--- config.mk ---
export PLATFORM = sky130hd
export DESIGN_NAME = vga_scanout
export DESIGN_NICKNAME = d
export VERILOG_FILES = /design/src/rtl/vga_timing_pkg.sv /design/src/rtl/vga_timing_gen.sv /design/src/rtl/vga_scanout.sv
export SDC_FILE = /design/constraint.sdc
export NUM_CORES = 1
export LEC_CHECK = 0
export CORE_ASPECT_RATIO = 0.9
export CORE_MARGIN = 5
export CORE_UTILIZATION = 30
export DETAILED_ROUTE_END_ITERATION = 7
export SLEW_MARGIN = 10
export SYNTH_ARGS = -nofsm -noshare
export SYNTH_HDL_FRONTEND = slang
export SYNTH_SLANG_ARGS = --single-unit
--- constraint.sdc ---
create_clock -name clk -period 4.2 [get_ports clk]
set_clock_uncertainty 0.05 [all_clocks]
set_input_delay 0.84 -clock clk [delete_from_list [all_inputs] [get_ports clk]]
set_output_delay 0.84 -clock clk [all_outputs]
set_load 0.01 [all_outputs]
--- src/rtl/vga_timing_pkg.sv ---
// 640x480@60 timing constants, RGB444 pixel type and scanout latency shared
// by the display blocks in the video clock domain.
package vga_timing_pkg;

  localparam int VGA_H_ACTIVE = 640;
  localparam int VGA_H_FP     = 16;
  localparam int VGA_H_SYNC   = 96;
  localparam int VGA_H_BP     = 48;
  localparam int VGA_H_TOTAL  = VGA_H_ACTIVE + VGA_H_FP + VGA_H_SYNC + VGA_H_BP;

  localparam int VGA_V_ACTIVE = 480;
  localparam int VGA_V_FP     = 10;
  localparam int VGA_V_SYNC   = 2;
  localparam int VGA_V_BP     = 33;
  localparam int VGA_V_TOTAL  = VGA_V_ACTIVE + VGA_V_FP + VGA_V_SYNC + VGA_V_BP;

  localparam int VGA_FB_WIDTH    = 320;
  localparam int VGA_SCALE_SHIFT = 1;
  localparam int VGA_ADDR_W      = 17;

  // Clocks from stage-0 counter state to the VGA pins.
  localparam int SCANOUT_LAT = 3;

  typedef struct packed {
    logic [3:0] r;
    logic [3:0] g;
    logic [3:0] b;
  } rgb444_t;

endpackage

--- src/rtl/vga_timing_gen.sv ---
// Free-running h/v raster counters with active-low syncs, active window,
// frame_start pulse and vblank, all in stage-0 (undelayed) timing.
module vga_timing_gen
  import vga_timing_pkg::*;
#(
  parameter int H_ACTIVE = VGA_H_ACTIVE,
  parameter int H_FP     = VGA_H_FP,
  parameter int H_SYNC   = VGA_H_SYNC,
  parameter int H_BP     = VGA_H_BP,
  parameter int V_ACTIVE = VGA_V_ACTIVE,
  parameter int V_FP     = VGA_V_FP,
  parameter int V_SYNC   = VGA_V_SYNC,
  parameter int V_BP     = VGA_V_BP,
  parameter int H_W      = $clog2(H_ACTIVE + H_FP + H_SYNC + H_BP),
  parameter int V_W      = $clog2(V_ACTIVE + V_FP + V_SYNC + V_BP)
) (
  input  logic           clk,
  input  logic           reset,
  output logic [H_W-1:0] h_o,
  output logic [V_W-1:0] v_o,
  output logic           active_o,
  output logic           hs_n_o,
  output logic           vs_n_o,
  output logic           line_end_o,
  output logic           frame_end_o,
  output logic           frame_start_o,
  output logic           vblank_o
);

  localparam int H_TOTAL  = H_ACTIVE + H_FP + H_SYNC + H_BP;
  localparam int V_TOTAL  = V_ACTIVE + V_FP + V_SYNC + V_BP;
  localparam int HS_START = H_ACTIVE + H_FP;
  localparam int HS_END   = HS_START + H_SYNC;
  localparam int VS_START = V_ACTIVE + V_FP;
  localparam int VS_END   = VS_START + V_SYNC;

  logic [H_W-1:0] h_q, h_d;
  logic [V_W-1:0] v_q, v_d;

  assign line_end_o  = (h_q == H_W'(H_TOTAL - 1));
  assign frame_end_o = line_end_o && (v_q == V_W'(V_TOTAL - 1));

  always_comb begin
    h_d = h_q + H_W'(1);
    v_d = v_q;
    if (line_end_o) begin
      h_d = '0;
      v_d = frame_end_o ? '0 : v_q + V_W'(1);
    end
  end

  always_ff @(posedge clk) begin
    if (reset) begin
      h_q <= '0;
      v_q <= '0;
    end else begin
      h_q <= h_d;
      v_q <= v_d;
    end
  end

  assign h_o      = h_q;
  assign v_o      = v_q;
  assign active_o = (h_q < H_W'(H_ACTIVE)) && (v_q < V_W'(V_ACTIVE));
  assign hs_n_o   = !((h_q >= H_W'(HS_START)) && (h_q < H_W'(HS_END)));
  assign vs_n_o   = !((v_q >= V_W'(VS_START)) && (v_q < V_W'(VS_END)));

  // Counters already sit at 0,0 while reset is held; gating keeps the
  // pulse from firing until the first running cycle.
  assign frame_start_o = !reset && (h_q == '0) && (v_q == '0);
  assign vblank_o      = !reset && (v_q >= V_W'(V_ACTIVE));

endmodule

--- src/rtl/vga_scanout.sv ---
// Streams a pixel-doubled frame buffer from VRAM to the VGA DAC pins, with
// syncs delayed to match the address -> data -> output register pipeline.
module vga_scanout
  import vga_timing_pkg::*;
#(
  parameter int H_ACTIVE    = VGA_H_ACTIVE,
  parameter int H_FP        = VGA_H_FP,
  parameter int H_SYNC      = VGA_H_SYNC,
  parameter int H_BP        = VGA_H_BP,
  parameter int V_ACTIVE    = VGA_V_ACTIVE,
  parameter int V_FP        = VGA_V_FP,
  parameter int V_SYNC      = VGA_V_SYNC,
  parameter int V_BP        = VGA_V_BP,
  parameter int FB_WIDTH    = VGA_FB_WIDTH,
  parameter int SCALE_SHIFT = VGA_SCALE_SHIFT,
  parameter int ADDR_W      = VGA_ADDR_W
) (
  input  logic              clk,
  input  logic              reset,
  output logic [ADDR_W-1:0] vram_addr,
  output logic              vram_rd,
  input  logic [11:0]       vram_data,
  output logic              vga_hs,
  output logic              vga_vs,
  output logic [3:0]        vga_r,
  output logic [3:0]        vga_g,
  output logic [3:0]        vga_b,
  output logic              frame_start,
  output logic              vblank
);

  localparam int H_W       = $clog2(H_ACTIVE + H_FP + H_SYNC + H_BP);
  localparam int V_W       = $clog2(V_ACTIVE + V_FP + V_SYNC + V_BP);
  localparam int LAST_ADDR = (V_ACTIVE >> SCALE_SHIFT) * FB_WIDTH - 1;
  localparam logic [V_W-1:0] SCALE_MASK = V_W'((1 << SCALE_SHIFT) - 1);

  if ((H_ACTIVE >> SCALE_SHIFT) != FB_WIDTH) begin : g_bad_fb_width
    $error("vga_scanout: H_ACTIVE >> SCALE_SHIFT must equal FB_WIDTH");
  end
  if (LAST_ADDR >= (1 << ADDR_W)) begin : g_bad_addr_w
    $error("vga_scanout: ADDR_W too small for the frame buffer");
  end

  logic [H_W-1:0] h;
  logic [V_W-1:0] v;
  logic           active, hs_n, vs_n, line_end, frame_end;

  vga_timing_gen #(
    .H_ACTIVE(H_ACTIVE), .H_FP(H_FP), .H_SYNC(H_SYNC), .H_BP(H_BP),
    .V_ACTIVE(V_ACTIVE), .V_FP(V_FP), .V_SYNC(V_SYNC), .V_BP(V_BP),
    .H_W(H_W), .V_W(V_W)
  ) u_timing (
    .clk          (clk),
    .reset        (reset),
    .h_o          (h),
    .v_o          (v),
    .active_o     (active),
    .hs_n_o       (hs_n),
    .vs_n_o       (vs_n),
    .line_end_o   (line_end),
    .frame_end_o  (frame_end),
    .frame_start_o(frame_start),
    .vblank_o     (vblank)
  );

  // VRAM port is a fixed-latency request with no backpressure: data for the
  // address presented with vram_rd high is valid on vram_data one clk later.
  logic [ADDR_W-1:0] row_base_q, row_base_d;
  logic [ADDR_W-1:0] addr_q, addr_d;
  logic              rd_q, active_d2_q;
  rgb444_t           rgb_q, rgb_d;
  logic [SCANOUT_LAT-1:0] hs_pipe_q, vs_pipe_q;
  logic [V_W-1:0]    v_next;
  logic              row_step;

  // Row base advances once per replicated source row, at the end of the
  // line preceding its first display line.
  assign v_next   = v + V_W'(1);
  assign row_step = (v_next < V_W'(V_ACTIVE)) && ((v_next & SCALE_MASK) == '0);

  always_comb begin
    row_base_d = row_base_q;
    if (frame_end) begin
      row_base_d = '0;
    end else if (line_end && row_step) begin
      row_base_d = row_base_q + ADDR_W'(FB_WIDTH);
    end
  end

  always_comb begin
    addr_d = addr_q;
    if (active) begin
      addr_d = row_base_q + ADDR_W'(h >> SCALE_SHIFT);
    end
    rgb_d = active_d2_q ? rgb444_t'(vram_data) : '0;
  end

  always_ff @(posedge clk) begin
    if (reset) begin
      row_base_q  <= '0;
      addr_q      <= '0;
      rd_q        <= 1'b0;
      active_d2_q <= 1'b0;
      rgb_q       <= '0;
      hs_pipe_q   <= '1;
      vs_pipe_q   <= '1;
    end else begin
      row_base_q  <= row_base_d;
      addr_q      <= addr_d;
      rd_q        <= active;
      active_d2_q <= rd_q;
      rgb_q       <= rgb_d;
      hs_pipe_q   <= {hs_pipe_q[SCANOUT_LAT-2:0], hs_n};
      vs_pipe_q   <= {vs_pipe_q[SCANOUT_LAT-2:0], vs_n};
    end
  end

  assign vram_addr = addr_q;
  assign vram_rd   = rd_q;
  assign vga_hs    = hs_pipe_q[SCANOUT_LAT-1];
  assign vga_vs    = vs_pipe_q[SCANOUT_LAT-1];
  assign vga_r     = rgb_q.r;
  assign vga_g     = rgb_q.g;
  assign vga_b     = rgb_q.b;

endmodule
After elaboration in Yosys (flattened, before gate mapping)
Index checks and enable logic that the tools add are counted.
{"block": "op_classes", "n_addsub": 4, "magnitude_cmp": 8, "n_eq_ne": 2, "mux": 1, "bitwise_logic": 1, "reduce_logical": 18}
{"op": "10-bit logical NOT", "n": 3}
{"op": "10-bit by 9-bit less-than comparator with 1-bit output, second input constant", "n": 3}
{"op": "10-bit by 1-bit adder with 10-bit output, second input constant", "n": 2}
{"op": "10-bit equality test, second input constant", "n": 2}
{"op": "10-bit by 9-bit >= comparator with 1-bit output, second input constant", "n": 2}
{"op": "10-bit less-than comparator, second input constant", "n": 2}
{"op": "17-bit by 9-bit adder with 17-bit output", "n": 1}
{"op": "17-bit by 9-bit adder with 17-bit output, second input constant", "n": 1}
{"op": "10-bit >= comparator, second input constant", "n": 1}
{"op": "10-bit two-way mux", "n": 1}
{"op": "1-bit logical AND", "n": 9}
{"op": "2-bit OR reduction", "n": 3}
{"op": "1-bit logical NOT", "n": 3}
{"op": "1-bit inverter", "n": 1}
{"block": "word_totals", "regBits": 74, "input_bits": 14, "out_inout_bits": 34, "wordCells": 45}

Longest topological paths before layout
{"block": "logic_depth", "word_depth": 4, "depth_mapped": 8, "depth_no_buf": 7}

By module
Synthesis repeated with hierarchy kept, for this count alone.
{"block": "hier_totals", "hier_cells": 319, "hier_area_um2": 2950.3}
{"mod": "vga_scanout", "n_inst": 1, "cells_per_inst": 193, "area_each_um2": 1865.5, "seq_area_each_um2": 960.9}
{"mod": "vga_timing_gen", "n_inst": 1, "cells_per_inst": 126, "area_each_um2": 1084.8, "seq_area_each_um2": 400.4}

Worst setup path before layout
Ideal clock, no wire load.
{"block": "synth_timing", "path_type": "input port to output port", "startpoint": "in reset", "endpoint": "out vblank", "t_arrival_ps": 1712, "t_required_ps": 3310, "path_slack_ps": 1598, "stages": 4, "n_path_buf": 3, "cell_sequence": "clkbuf_1 -> clkbuf_1 -> clkbuf_1 -> nor2_1"}
{"block": "synth_via", "elab_chain_cells": 2}
{"item": "from (decl)", "line_no": "vga_scanout.sv:19", "source": "input logic reset,"}
{"item": "1-bit logical NOT", "line_no": "vga_timing_gen.sv:71", "source": "assign vblank_o = !reset && (v_q >= V_W'(V_ACTIVE));"}
{"item": "1-bit logical AND", "line_no": "vga_timing_gen.sv:71"}
{"item": "to (decl)", "line_no": "vga_scanout.sv:29", "source": "output logic vblank"}
No other way between the ends.

Final worst setup path
{"block": "layout_timing", "startpoint": "in reset", "endpoint": "out frame_start"}
{"block": "layout_via", "elab_chain_cells": 3}
{"item": "1-bit logical NOT", "line_no": "vga_timing_gen.sv:70", "source": "assign frame_start_o = !reset && (h_q == '0) && (v_q == '0);"}
{"item": "1-bit logical AND (2 in a row)", "line_no": "vga_timing_gen.sv:70"}
{"item": "to (decl)", "line_no": "vga_scanout.sv:28", "source": "output logic frame_start,"}
No other way between the ends.

==> impl.org <==
** STA
- Worst-margin pin slew :: 0.901 ns
- Timing-limited maximum frequency :: 302 MHz
- The clock period could shrink to 3.31 ns.
- Setup violations remaining at the end of the flow were counted as 0.
- In the final timing run, aggregate negative setup slack is 0 ns.
- The hold violation count in the final report came to 0.
- Max-slew violation total from the final report :: 0
- Worst slew slack as a fraction of its limit :: 39.9%
- Setup repair after global routing left no endpoint under its margin.
- Dividing the final minimum period by the clock period gives 78.8%.

** Route
- Drt first-iter violations :: 197
- Summing over every cut layer, the via total after detailed routing is 2520.
- Detail-routed net length per standard cell :: 13.5 um
- For this run, the detailed router's first-pass iteration total came to 4.
- Using the TritonRoute via totals, the vias-per-cell ratio works out to 4.90.
- The routed design has 6950 um of wire.
- Remaining DRCs :: 0
- The count of nets left with antenna violations once routing finished came out at 0.

** Final layout
- The count of cells in the finished layout, fillers not included, comes to 514.
- The layout has 1017 filler cells.
- The number of antenna diodes in the final layout is 0.
- Most frequent cells in the layout :: sky130_fd_sc_hd__dfxtp_1 (68), sky130_fd_sc_hd__clkdlybuf4s50_1 (47), sky130_fd_sc_hd__nand2_1 (39)
- Cells with a size suffix above 1 make up 8.31% of the layout.
- At the end of the flow, the number of nets in the layout was 403.
- Relative to the synthesized area, the layout overhead comes to 27.6%.
- Leaving out fill and tap cells, the most frequent cell in the layout is sky130_fd_sc_hd__dfxtp_1.

** Synthesis
- In the synthesized netlist the dominant register cell turns out to be sky130_fd_sc_hd__dfxtp_1.
- By area the synthesized netlist is led by sky130_fd_sc_hd__dfxtp_1 (45%), sky130_fd_sc_hd__nand2_1 (4.8%), sky130_fd_sc_hd__a21oi_1 (3.9%).
- Top cell type's share of synthesized area :: 44.6%
- The number of nets in the synthesized netlist is 363.
- Yosys warning total :: 0
- Of all flip-flops after synthesis, the portion carrying an async set or reset was 0%.
- Number of enable flip-flop cells after synthesis :: 0
- Instance count of the mapped netlist :: 340
- Each instance of the synthesized netlist takes up on average 8.98 sq um.
- Number of flip-flops and latches in the synthesized netlist :: 68
- The synthesized netlist occupies a cell area of 0.00305 sq mm.
- The synthesized netlist contains 43 unique library cells.
- After synthesis, flip-flops and latches occupy 44.6% of the total area.
- Top cell type by total area after synthesis :: sky130_fd_sc_hd__dfxtp_1

** Worst setup path
- Maximum fanout along the worst path :: 2
- Critical path's slowest cell :: sky130_fd_sc_hd__clkdlybuf4s50_1
- For the worst setup path, the data arrival time is 2.42 ns.
- On the worst path, the slowest cell contributes a delay of 0.57 ns.
- The signal on the critical path passes through clkdlybuf4s50_1 -> nor3_1 -> nand4_1 -> nor3_1 -> clkdlybuf4s50_1.
- Req. time, crit path :: 3.31 ns
- Startpoint types :: primary input
- Element type at the critical path end :: primary output
- The setup path with the least slack is of type primary input to primary output.
- In this run the register-to-register setup slack is 1.77 ns.

** CTS
- Once the clock tree was built, the resizer swapped 0 gates to a different size.
- Sink count of the clock tree :: 68
- Clock edge transition at the registers on the reported setup and hold paths :: 0.05 ns
- Number of setup buffers added after CTS :: 0
- At the later pin of the worst-skew pair, clock insertion delay measures 0.33 ns.
- Clock tree synthesis inserted a total of 9 buffers.
- Root Driver :: sky130_fd_sc_hd__clkbuf_16
- TritonCTS built the clock tree.
- In this run the deepest clock path goes through 2 buffers.
- In this run the number of H-tree levels came out at 3.
- For this design, the CTS-stage hold fixing added 0 buffers.

** Pwr
- In this run the power spent charging and discharging nets is 306 uW.
- In this run, the combinational gates consume 3.4% of the power.
- The share of total power dissipated in the clock network is 52.1%.
- Largest vdd supply drop :: 194 uV
- The internal power of the cells totals 1.17 mW.
- Leakage :: 1.38 nW
- Power density cells :: 380 mW/mm^2
- Share of total power in sequential cells :: 44.5%
- In this run switching power makes up 20.7% of total power.

** Floorplanning
- Std-Cell Rows :: 35
- The floorplan step defined a die boundary enclosing 0.0123 sq mm.
- In this run the count of I/O pins placed on the die edge is 48.
- Starting Density :: 30.3%
- Measured along the x axis, the die boundary spans 116 um.
- Die extent in y :: 106 um
- Core area :: 0.0101 sq mm

** Placed design
- Once placement completed, the tool counted placed cells totaling 497.
- HPWL Detailed :: 4870 um
- At the end of routability-driven placement, the weighted congestion stood at 0.841.
- In this run the tool buffered the top-level ports with 47 buffer cells.

** Global route
- For this run the aggregate overflow at the end of global routing stands at 0.
- The first global-routing pass estimated 11600 um of wire.
- Initial antenna violation count :: 0
- Vias in the first global route :: 2313
- Across every metal layer, demand over resource in global routing totals 11.7%.
- Largest net degree at the start of global routing :: 35

** Status
- Outcome :: complete, no violations

** Job
- MaxCap Viol Count :: 0

** Min path
- Path type of the worst min-delay path :: register to register
-- Yosys cell counts, drive strengths merged (7+ instances only) --
library cell  number
nor2              28
o21ai             18
o31ai              9
nand4             11
and2              13
or2                7
inv                7
clkbuf            11
dfxtp             68
a21oi             24
xor2              10
and3               7
buf                9
nand2             39
or3                9
ha                 8
or4               11
xnor2              8
nand3              8
-- logic make-up (layout without fill, tap and decap cells) --
logic type | after synthesis | count (layout) | synth area share, %
adder cells (fa/ha/maj) | 9 | 9 | 3.94
AND/OR/NAND/NOR | 151 | 151 | 27.7
flip-flops | 68 | 68 | 44.6
XOR/XNOR | 18 | 18 | 5.17
buffers and inverters | 27 | 72 | 4.67
AO/OA/AOI/OAI | 67 | 67 | 13.9
-- cell type report --
type | count | area, sq um | area share, %
clock inverter | 5 | 58.8 | 1.51
clock buffer | 11 | 253 | 6.49
sequential | 68 | 1360 | 35.0
timing repair buffer | 49 | 485 | 12.5
multi-input combinational | 245 | 1550 | 39.7
tap | 129 | 161 | 4.15
inverter | 7 | 26.3 | 0.675
-- state kept, by name (all words and copies together) (netlist names), 3 cells and up --
signal / flops
u_timing.h_o: 10
hs_pipe_q: 3
vram_addr: 17
u_timing.v_o: 10
vga_g: 4
vs_pipe_q: 3
vga_b: 4
row_base_q: 11
vga_r: 4
-- worst max-delay path, delay by kind of cell --
| family | cells | cell delay [ns] |
|---|---|---|
| and+or+nand+nor | 3 | 0.58 |
| buffers and inverters | 2 | 1.01 |
-- final timing paths --
check / start / end / depth (start not counted)
worst max-delay path: reset / frame_start / 5
worst min-delay path: hs_pipe_q[1]$_SDFF_PP1_ / hs_pipe_q[2]$_SDFF_PP1_ / 1
worst max register to register: u_timing.v_o[0]$_SDFFE_PP0P_ / row_base_q[7]$_SDFFE_PP0P_ / 7
worst min register to register: hs_pipe_q[1]$_SDFF_PP1_ / hs_pipe_q[2]$_SDFF_PP1_ / 1
-- metal layers --
layer	vias up	track usage, %	share of wire [%]
met4	0	4.23	1.2
met3	12	2.99	7.4
li1	1285	-	-
met5	-	0	0
met2	69	17.0	43
met1	1154	16.6	48
-- metrics by stage --
| stage | hold WS [ns] | power (mW) | setup WS (ns) | util [%] | instance area [sq um] |
|---|---|---|---|---|---|
| 2_1_floorplan | 0.339 | 0.694 | 1.60 | - | 3050 |
| 3_3_place_gp | 0.342 | 0.723 | 0.924 | 35.5 | 3570 |
| 4_1_cts | 0.360 | 1.50 | 0.880 | 38.6 | 3890 |
| 3_5_place_dp | 0.346 | 0.723 | 0.906 | 35.5 | 3570 |
| 5_1_grt | 0.376 | 1.53 | 0.668 | 38.7 | 3890 |
| 6_report | 0.360 | 1.48 | 0.892 | 38.7 | 3890 |
-- power groups by stage --
stage | logic [mW] | registers [mW] | clock network [mW]
after floorplan | 0.0220 | 0.672 | 0
after global placement | 0.0510 | 0.672 | 0
after detailed placement | 0.0511 | 0.672 | 0
after CTS | 0.0516 | 0.658 | 0.788
after global routing | 0.0556 | 0.658 | 0.817
final | 0.0508 | 0.658 | 0.771
(Power assumes the default switching activity.)
